<file path="src/rtl/tug_match_ctrl.sv">
// tug_match_ctrl: tug-of-war round/match sequencer with scoreboard digits; TUG_BLINK_EN blinks the winner digit in DONE.
module tug_match_ctrl #(
  parameter int WIN_ROUNDS  = 3,
  parameter int HOLD_CYCLES = 50
) (
  input  logic       Clock,
  input  logic       Reset,
  input  logic       start,
  input  logic       win_l,
  input  logic       win_r,
  output logic       field_clr,
  output logic       play_en,
  output logic [2:0] score_l,
  output logic [2:0] score_r,
  output logic [6:0] HEX5,
  output logic [6:0] HEX4,
  output logic       match_done,
  output logic [1:0] winner
);
  typedef enum logic [2:0] {IDLE, CLEAR, PLAY, HOLD, DONE} state_t;
  localparam logic [15:0] LAST = 16'(HOLD_CYCLES - 1);
  localparam logic [2:0] WIN = 3'(WIN_ROUNDS);
  localparam logic [6:0] SEG [8] = '{7'b1000000, 7'b1111001, 7'b0100100, 7'b0110000,
                                    7'b0011001, 7'b0010010, 7'b0000010, 7'b1111000};
  state_t state, state_n;
  logic [15:0] cnt, cnt_n;
  logic [2:0] sl_n, sr_n;
  logic [1:0] win_n;
  logic blink, blink_n;
  assign field_clr  = state == CLEAR;
  assign play_en    = state == PLAY;
  assign match_done = state == DONE;
  // blink=1 is the dark phase; only meaningful while a winner is latched
  assign HEX5 = (blink && winner == 2'b01) ? 7'b1111111 : SEG[score_l];
  assign HEX4 = (blink && winner == 2'b10) ? 7'b1111111 : SEG[score_r];
  always_comb begin
    state_n = state;
    cnt_n   = cnt;
    sl_n    = score_l;
    sr_n    = score_r;
    win_n   = winner;
    blink_n = blink;
    case (state)
      IDLE, DONE: begin
        if (start) begin
          state_n = CLEAR;
          sl_n    = '0;
          sr_n    = '0;
          win_n   = '0;
          cnt_n   = '0;
          blink_n = 1'b0;
        end
`ifdef TUG_BLINK_EN
        else if (state == DONE) begin
          cnt_n   = (cnt == LAST) ? '0 : cnt + 16'd1;
          blink_n = (cnt == LAST) ? ~blink : blink;
        end
`endif
      end
      CLEAR: state_n = PLAY;
      PLAY: begin
        if (win_l || win_r) begin
          state_n = HOLD;
          cnt_n   = '0;
          sl_n    = (win_l && !win_r) ? score_l + 3'd1 : score_l;
          sr_n    = (win_r && !win_l) ? score_r + 3'd1 : score_r;
        end
      end
      HOLD: begin
        if (cnt == LAST) begin
          cnt_n   = '0;
          blink_n = 1'b0;
          state_n = (score_l == WIN || score_r == WIN) ? DONE : CLEAR;
          win_n   = (score_l == WIN) ? 2'b01 : (score_r == WIN) ? 2'b10 : 2'b00;
        end else begin
          cnt_n = cnt + 16'd1;
        end
      end
      default: state_n = IDLE;
    endcase
  end
  always_ff @(posedge Clock or posedge Reset) begin
    if (Reset) begin
      state   <= IDLE;
      cnt     <= '0;
      score_l <= '0;
      score_r <= '0;
      winner  <= '0;
      blink   <= 1'b0;
    end else begin
      state   <= state_n;
      cnt     <= cnt_n;
      score_l <= sl_n;
      score_r <= sr_n;
      winner  <= win_n;
      blink   <= blink_n;
    end
  end
endmodule
</file>
<file path="config.mk">
export PLATFORM = sky130hd
export DESIGN_NAME = tug_match_ctrl
export DESIGN_NICKNAME = d
export VERILOG_FILES = /design/src/rtl/tug_match_ctrl.sv
export SDC_FILE = /design/constraint.sdc
export NUM_CORES = 1
export LEC_CHECK = 0
export ABC_AREA = 1
export CAP_MARGIN = 20
export CELL_PAD_IN_SITES_DETAIL_PLACEMENT = 2
export CELL_PAD_IN_SITES_GLOBAL_PLACEMENT = 2
export CORE_MARGIN = 2
export CORE_UTILIZATION = 29
export CTS_BUF_LIST = sky130_fd_sc_hd__clkbuf_16
export DETAILED_ROUTE_END_ITERATION = 8
export PLACE_DENSITY_LB_ADDON = 0.1
export SYNTH_ARGS = -nofsm -noshare
export SYNTH_HDL_FRONTEND = slang
export SYNTH_SLANG_ARGS = --single-unit
</file>
<file path="constraint.sdc">
create_clock -name Clock -period 1.7 [get_ports Clock]
set_input_delay 0.255 -clock Clock [delete_from_list [all_inputs] [get_ports Clock]]
set_output_delay 0.255 -clock Clock [all_outputs]
set_load 0.1 [all_outputs]
</file>
==> flow_metrics.env, run 1 <==
export IMPL_worstSetupPathType="reg2out"
export IMPL_vias_per_cell=5.07
export IMPL_r2r_start="cnt[1]"
export IMPL_wl_per_cell_um=19.6
export IMPL_worstMarginPinSlew_ns=0.401
export IMPL_vias=2084
export IMPL_period_needed_ns=1.75
export IMPL_hold_buffers=0
export IMPL_gr_total_overflow=0
export IMPL_htree_levels=1
export IMPL_first_pass_iters=6
export IMPL_fmax_mhz=573
export IMPL_synth_ff_type="dfrtp_1"
export IMPL_cts_root_buf="clkbuf_16"
export IMPL_areaGrowthSynthToFinish_pct=58.6
export IMPL_drc_errors=2
export IMPL_rsz0062_at_grt="true"
export IMPL_dp_hpwl_mm=5.49
export IMPL_max_slew_margin_pct=73.2
export IMPL_r2r_end="cnt[4]"
export IMPL_arrival_ns=1.49
export IMPL_routed_wl_mm=8.06
export IMPL_antenna_found_initial=0
export IMPL_cts_buffers=3
export IMPL_die_h_um=85.7
export IMPL_final_cell_mix="nand2_1 (84), nor2_1 (31), inv_1 (29), nand3_1 (27), buf_12 (25)"
export IMPL_hold_ws_ns=0.359
export IMPL_dieArea_um2=7350
export IMPL_cp_endpoint="HEX5[4]"
export IMPL_grt_pass1_wl_mm=12.0
export IMPL_hold_viol=0
export IMPL_gr_usage_all_layers_pct=20.9
export IMPL_finalMaxSlewViolations=0
export IMPL_clk_latency_ns=0.27
export IMPL_drv_cap=0
export IMPL_status="finished with violations"
export IMPL_cts_tree="yes"
export IMPL_start_util_pct=30.2
export IMPL_netlist_area_um2=1940
export IMPL_yosys_warnings=0
export IMPL_avgSynthCellArea_um2=6.80
export IMPL_chipWidth_um=85.7
export IMPL_hold_path_class="in2async"
export IMPL_start_kind="register"
export IMPL_synth_edff_count=0
export IMPL_worstPathRequired_ns=1.44
export IMPL_reg2reg_slack_ns=0.07
export IMPL_netlist_instances=285
export IMPL_synth_nets=304
export IMPL_cp_end_kind="primary output"
export IMPL_ys_ff_latch=27
export IMPL_worst_r2r_cell_count=6
export IMPL_nets=354
export IMPL_drt_iter0_markers=150
export IMPL_yosysUniqueCellTypes=26
export IMPL_drive_gt1_share_pct=30.8
export IMPL_clock_sinks=27
export IMPL_clock_skew_ns=0.00750
export IMPL_fin_crit_sh_pct=103
export IMPL_fillerInstances=685
export IMPL_clk_pin_slew_ns=0.08
export IMPL_async_flop_share_pct=100
export IMPL_grt_pass1_vias=2319
export IMPL_post_place_ws_ns=-0.0159
export IMPL_grt_max_degree=28
export IMPL_clock_path_buffers=2
export IMPL_setup_ws_ns=-0.0453
export IMPL_setup_violations=4
export IMPL_ys_seq_area_share_pct=34.9
export IMPL_ant_nets=0
export IMPL_violations="design-rule violations, negative setup slack"
export IMPL_mostFrequentLayoutCell="nand2_1"
export IMPL_n_antenna_cell=0
export IMPL_fp_row_count=29
export IMPL_cp_startpoint="score_l[1]"
export IMPL_io_buffers=29
export IMPL_core_um2=6420
export IMPL_critPathMaxFanout=4
export IMPL_io_pins=30
export IMPL_gp_congestion=0.740
cells in the mapped netlist, types with 2 or more instances:
library cell	number	share of area, %
or2_2	2	0.65
xor2_1	2	0.90
o22ai_1	2	0.65
nor2_1	36	7.0
o21ai_1	2	0.52
nor2_4	2	1.2
nand2_1	93	18
nand2_2	3	0.97
nand4_1	9	2.9
o21ai_0	15	3.9
nand3_1	29	7.5
nand3b_1	2	0.77
buf_4	2	0.77
dfrtp_1	27	35
ha_1	14	9.0
inv_1	35	6.8
worst min path at each step:
| stage | slack [ns] | cells after the start | endpoint | from |
|---|---|---|---|---|
| 5_1_grt | 0.41 | 3 | cnt[9] | Reset |
| 3_5_place_dp | 0.56 | 2 | cnt[13] | cnt[13] |
| 4_1_cts | 0.38 | 3 | cnt[8] | Reset |
| 6_report | 0.36 | 3 | score_l[0] | Reset |
| 3_3_place_gp | 0.54 | 2 | cnt[13] | cnt[13] |
| 2_1_floorplan | 0.31 | 1 | cnt[0] | Reset |
cell families (layout without fill, tap and decap cells):
| family | after synthesis | after routing | synth area share [%] |
|---|---|---|---|
| AND/OR/NAND/NOR | 178 | 178 | 39.5 |
| buffers and inverters | 40 | 89 | 8.59 |
| flip-flops | 27 | 27 | 34.9 |
| AO/OA/AOI/OAI | 23 | 23 | 6.59 |
| adder cells (fa/ha/maj) | 14 | 14 | 9.04 |
| XOR/XNOR | 3 | 3 | 1.36 |
per-layer routing:
metal | wire length (µm) | global-route usage (%) | vias up
li1 | - | - | 1006
met1 | 3410 | 26.9 | 1039
met4 | 70 | 3.17 | 0
met5 | 0 | 0 | -
met2 | 4450 | 38.4 | 30
met3 | 128 | 2.41 | 9
stage by stage:
step / utilization (%) / instance area, µm² / TNS, ns / instances
3_3_place_gp: 43.7 / 2810 / 0 / 394
5_1_grt: 47.8 / 3070 / -0.334 / 411
3_5_place_dp: 43.7 / 2810 / -0.0204 / 394
4_1_cts: 46.7 / 3000 / -0.0493 / 407
6_report: 47.8 / 3070 / -0.0939 / 411
2_1_floorplan: - / 2150 / -0.485 / 285
flip-flops by register name (all words and copies together), names as in the netlist:
| signal | flops |
|---|---|
| score_r | 3 |
| score_l | 3 |
| cnt | 16 |
| winner | 2 |
| state | 3 |
worst max-delay path, stage by stage (launching register included):
cell and delay [ns]:
dfrtp_4 0.52, buf_4 0.16, ha_4 0.17, o21ai_4 0.17, buf_12 0.20
timing repair:
item                                    4_1_cts  5_1_grt
resized for setup                            13       12
endpoints found under the setup margin       13       18
setup buffers                                 9        4
pin swaps                                     2        5
final cells by class:
type | instances | area, µm² | area share (%)
well taps | 77 | 96.3 | 3.14
clock buffers | 3 | 75.1 | 2.44
repair buffers | 49 | 694 | 22.6
inverters | 36 | 159 | 5.17
clock inverters | 1 | 3.75 | 0.122
flip-flops and latches | 27 | 699 | 22.8
multi-input cells | 218 | 1340 | 43.7
Power of run 1 is left out: the tool's default activity adds up to more than one toggle a clock period on the data nets, which glitch-free logic cannot reach.
==> inputs of run 2 (changes only) <==
--- a/config.mk
+++ b/config.mk
@@ -14,6 +14,7 @@
 export CTS_BUF_LIST = sky130_fd_sc_hd__clkbuf_16
 export DETAILED_ROUTE_END_ITERATION = 8
 export PLACE_DENSITY_LB_ADDON = 0.1
+export SLEW_MARGIN = 20
 export SYNTH_ARGS = -nofsm -noshare
 export SYNTH_HDL_FRONTEND = slang
 export SYNTH_SLANG_ARGS = --single-unit
==> constraint.sdc (replaced) <==
create_clock -name Clock -period 1.7 [get_ports Clock]
set_input_delay 0.255 -clock Clock [delete_from_list [all_inputs] [get_ports Clock]]
set_output_delay 0.255 -clock Clock [all_outputs]
set_load 0.05 [all_outputs]
==> flow_metrics.env, run 2 (same netlist as run 1, synthesis figures left out) <==
export IMPL_gp_congestion=0.802
export IMPL_dieArea_um2=7350
export IMPL_cp_end_kind="primary output"
export IMPL_slowest_delay_ns=0.40
export IMPL_p_sw_mw=2.73
export IMPL_internal_power_mw=2.72
export IMPL_crit_top_cell="nand2_1"
export IMPL_antenna_found_initial=0
export IMPL_dp_cells=395
export IMPL_worst_r2r_cell_count=8
export IMPL_hold_buffers=0
export IMPL_n_antenna_cell=0
export IMPL_start_util_pct=30.2
export IMPL_routed_wl_mm=6.74
export IMPL_final_area_um2=2780
export IMPL_htree_levels=1
export IMPL_clock_path_buffers=2
export IMPL_arrival_ns=1.40
export IMPL_hold_viol=0
export IMPL_gr_total_overflow=0
export IMPL_die_h_um=85.7
export IMPL_power_frac_clock_pct=10.3
export IMPL_reg2reg_slack_ns=0.19
export IMPL_mostFrequentLayoutCell="nand2_1"
export IMPL_leakagePower_nw=1.36
export IMPL_dp_hpwl_mm=5.14
export IMPL_io_pins=30
export IMPL_largest_register="cnt"
export IMPL_seqPwrFrac_pct=17.8
export IMPL_fillerInstances=746
export IMPL_core_um2=6420
export IMPL_drv_cap=0
export IMPL_largest_reg_flops=16
export IMPL_start_kind="register"
export IMPL_multiInputGateArea_um2=1220
export IMPL_fin_crit_sh_pct=97.2
export IMPL_drive_gt1_share_pct=23.7
export IMPL_power_density_nw_per_um2=1960
export IMPL_cp_slowest_cell="dfrtp_1"
export IMPL_drc_errors=0
export IMPL_fin_cells=402
export IMPL_worstSetupPathType="reg2out"
export IMPL_clock_sinks=27
export IMPL_cts_tree="yes"
export IMPL_hold_path_class="in2async"
export IMPL_power_mw=5.45
export IMPL_worstMarginPinSlew_ns=0.377
export IMPL_areaGrowthSynthToFinish_pct=43.5
export IMPL_setup_violations=0
export IMPL_ant_nets=0
export IMPL_p_sw_share_pct=50.0
export IMPL_r2r_end="state[2]"
export IMPL_io_buffers=29
export IMPL_fp_row_count=29
export IMPL_fmax_mhz=605
export IMPL_drt_iter0_markers=71
export IMPL_status="completed"
export IMPL_r2r_start="cnt[1]"
export IMPL_critPathTopFamily="flip-flops"
export IMPL_placed_area_um2=2620
export IMPL_worstPathRequired_ns=1.44
export IMPL_critPathMaxFanout=6
export IMPL_grt_pass1_vias=2262
export IMPL_cts_buffers=3
export IMPL_vias_per_cell=4.95
export IMPL_vias=1990
export IMPL_worstPathCellList="inv_1 -> nand2_1 -> nand2_1 -> buf_12"
export IMPL_nets=345
export IMPL_chipWidth_um=85.7
export IMPL_period_needed_ns=1.65
export IMPL_seqCellArea_um2=681
export IMPL_power_frac_comb_pct=71.9
export IMPL_ir_drop_mv=1.84
export IMPL_gr_usage_all_layers_pct=19.5
export IMPL_first_pass_iters=4
export IMPL_wl_per_cell_um=16.8
export IMPL_final_cell_mix="nand2_1 (89), nor2_1 (33), inv_1 (31), nand3_1 (29), dfrtp_1 (23)"
export IMPL_grt_max_degree=28
export IMPL_clock_skew_ns=0.00774
export IMPL_crit_cells=4
export IMPL_clk_pin_slew_ns=0.08
export IMPL_grt_pass1_wl_mm=11.4
export IMPL_finalMaxSlewViolations=0
export IMPL_max_slew_margin_pct=74.8
export IMPL_cts_root_buf="clkbuf_16"
export IMPL_path_buf_inv=2
export IMPL_clk_latency_ns=0.27
-- run 2: cell count changes in the layout (fill, tap and decap cells not counted), moves of 3 or more --
cell and change:
dfrtp_4 -6, nand2_4 -6, buf_12 -5, nand2_1 +5
buf_4 -3, dfrtp_1 +3, dfrtp_2 +3, o21ai_4 -3
-- run 2: worst max path at each step --
stage / from / to / slack, ns
after detailed placement: score_l[0] / HEX5[1] / 0.16
after global routing: score_l[2] / HEX5[0] / -0.04
after global placement: score_l[0] / HEX5[1] / 0.21
final: score_l[2] / HEX5[0] / 0.05
after CTS: score_l[1] / HEX5[1] / 0.01
after floorplan: score_l[2] / state[0] / -0.13
-- run 2: per-stage QoR --
stage | hold WS (ns) | TNS (ns) | setup WS (ns) | util [%]
after global routing | 0.411 | -0.0696 | -0.0439 | 43.3
after CTS | 0.370 | 0 | 0.0123 | 42.8
final | 0.352 | 0 | 0.0483 | 43.3
after global placement | 0.498 | 0 | 0.213 | 40.8
after detailed placement | 0.516 | 0 | 0.158 | 40.8
after floorplan | 0.307 | -0.455 | -0.133 | -
-- run 2: metal layers --
metal	up-vias	track usage, %	share of wire (%)
li1	982	-	-
met1	987	23.3	43
met2	15	37.3	55
met3	6	2.41	1.1
met4	0	4.04	0.95
met5	-	0	0
-- run 2: final cells by class --
cell class	count	share of cell area, %
well taps	77	3.47
clock buffers	3	2.70
inverters	36	5.18
flip-flops and latches	27	24.5
clock inverters	1	0.135
multi-input cells	218	43.9
repair buffers	40	20.2
-- run 2: timing repair --
item | in CTS | in global routing
setup buffers | 2 | 1
gates resized for setup | 7 | 10
endpoints found under the setup margin | 5 | 8
-- run 2: power by group through the flow --
stage               combinational, mW  sequential (mW)  clock, mW
floorplan                        1.88             1.18          0
global placement                 3.69            0.961          0
detailed placement               3.76            0.978          0
CTS                              3.91            0.968      0.582
global route                     4.14             1.00      0.608
finish                           3.92            0.972      0.559
-- run 2: worst reg2reg max path, stage by stage, from the launching register on --
cell and delay, ns:
dfrtp_1 0.43, inv_1 0.07, ha_1 0.18, nand2_1 0.06, nor2_1 0.14, nand2_1 0.21, nand2_1 0.19, nand3_1 0.09
nand2_1 0.07
Note: power is estimated with default switching activity, not from simulation.
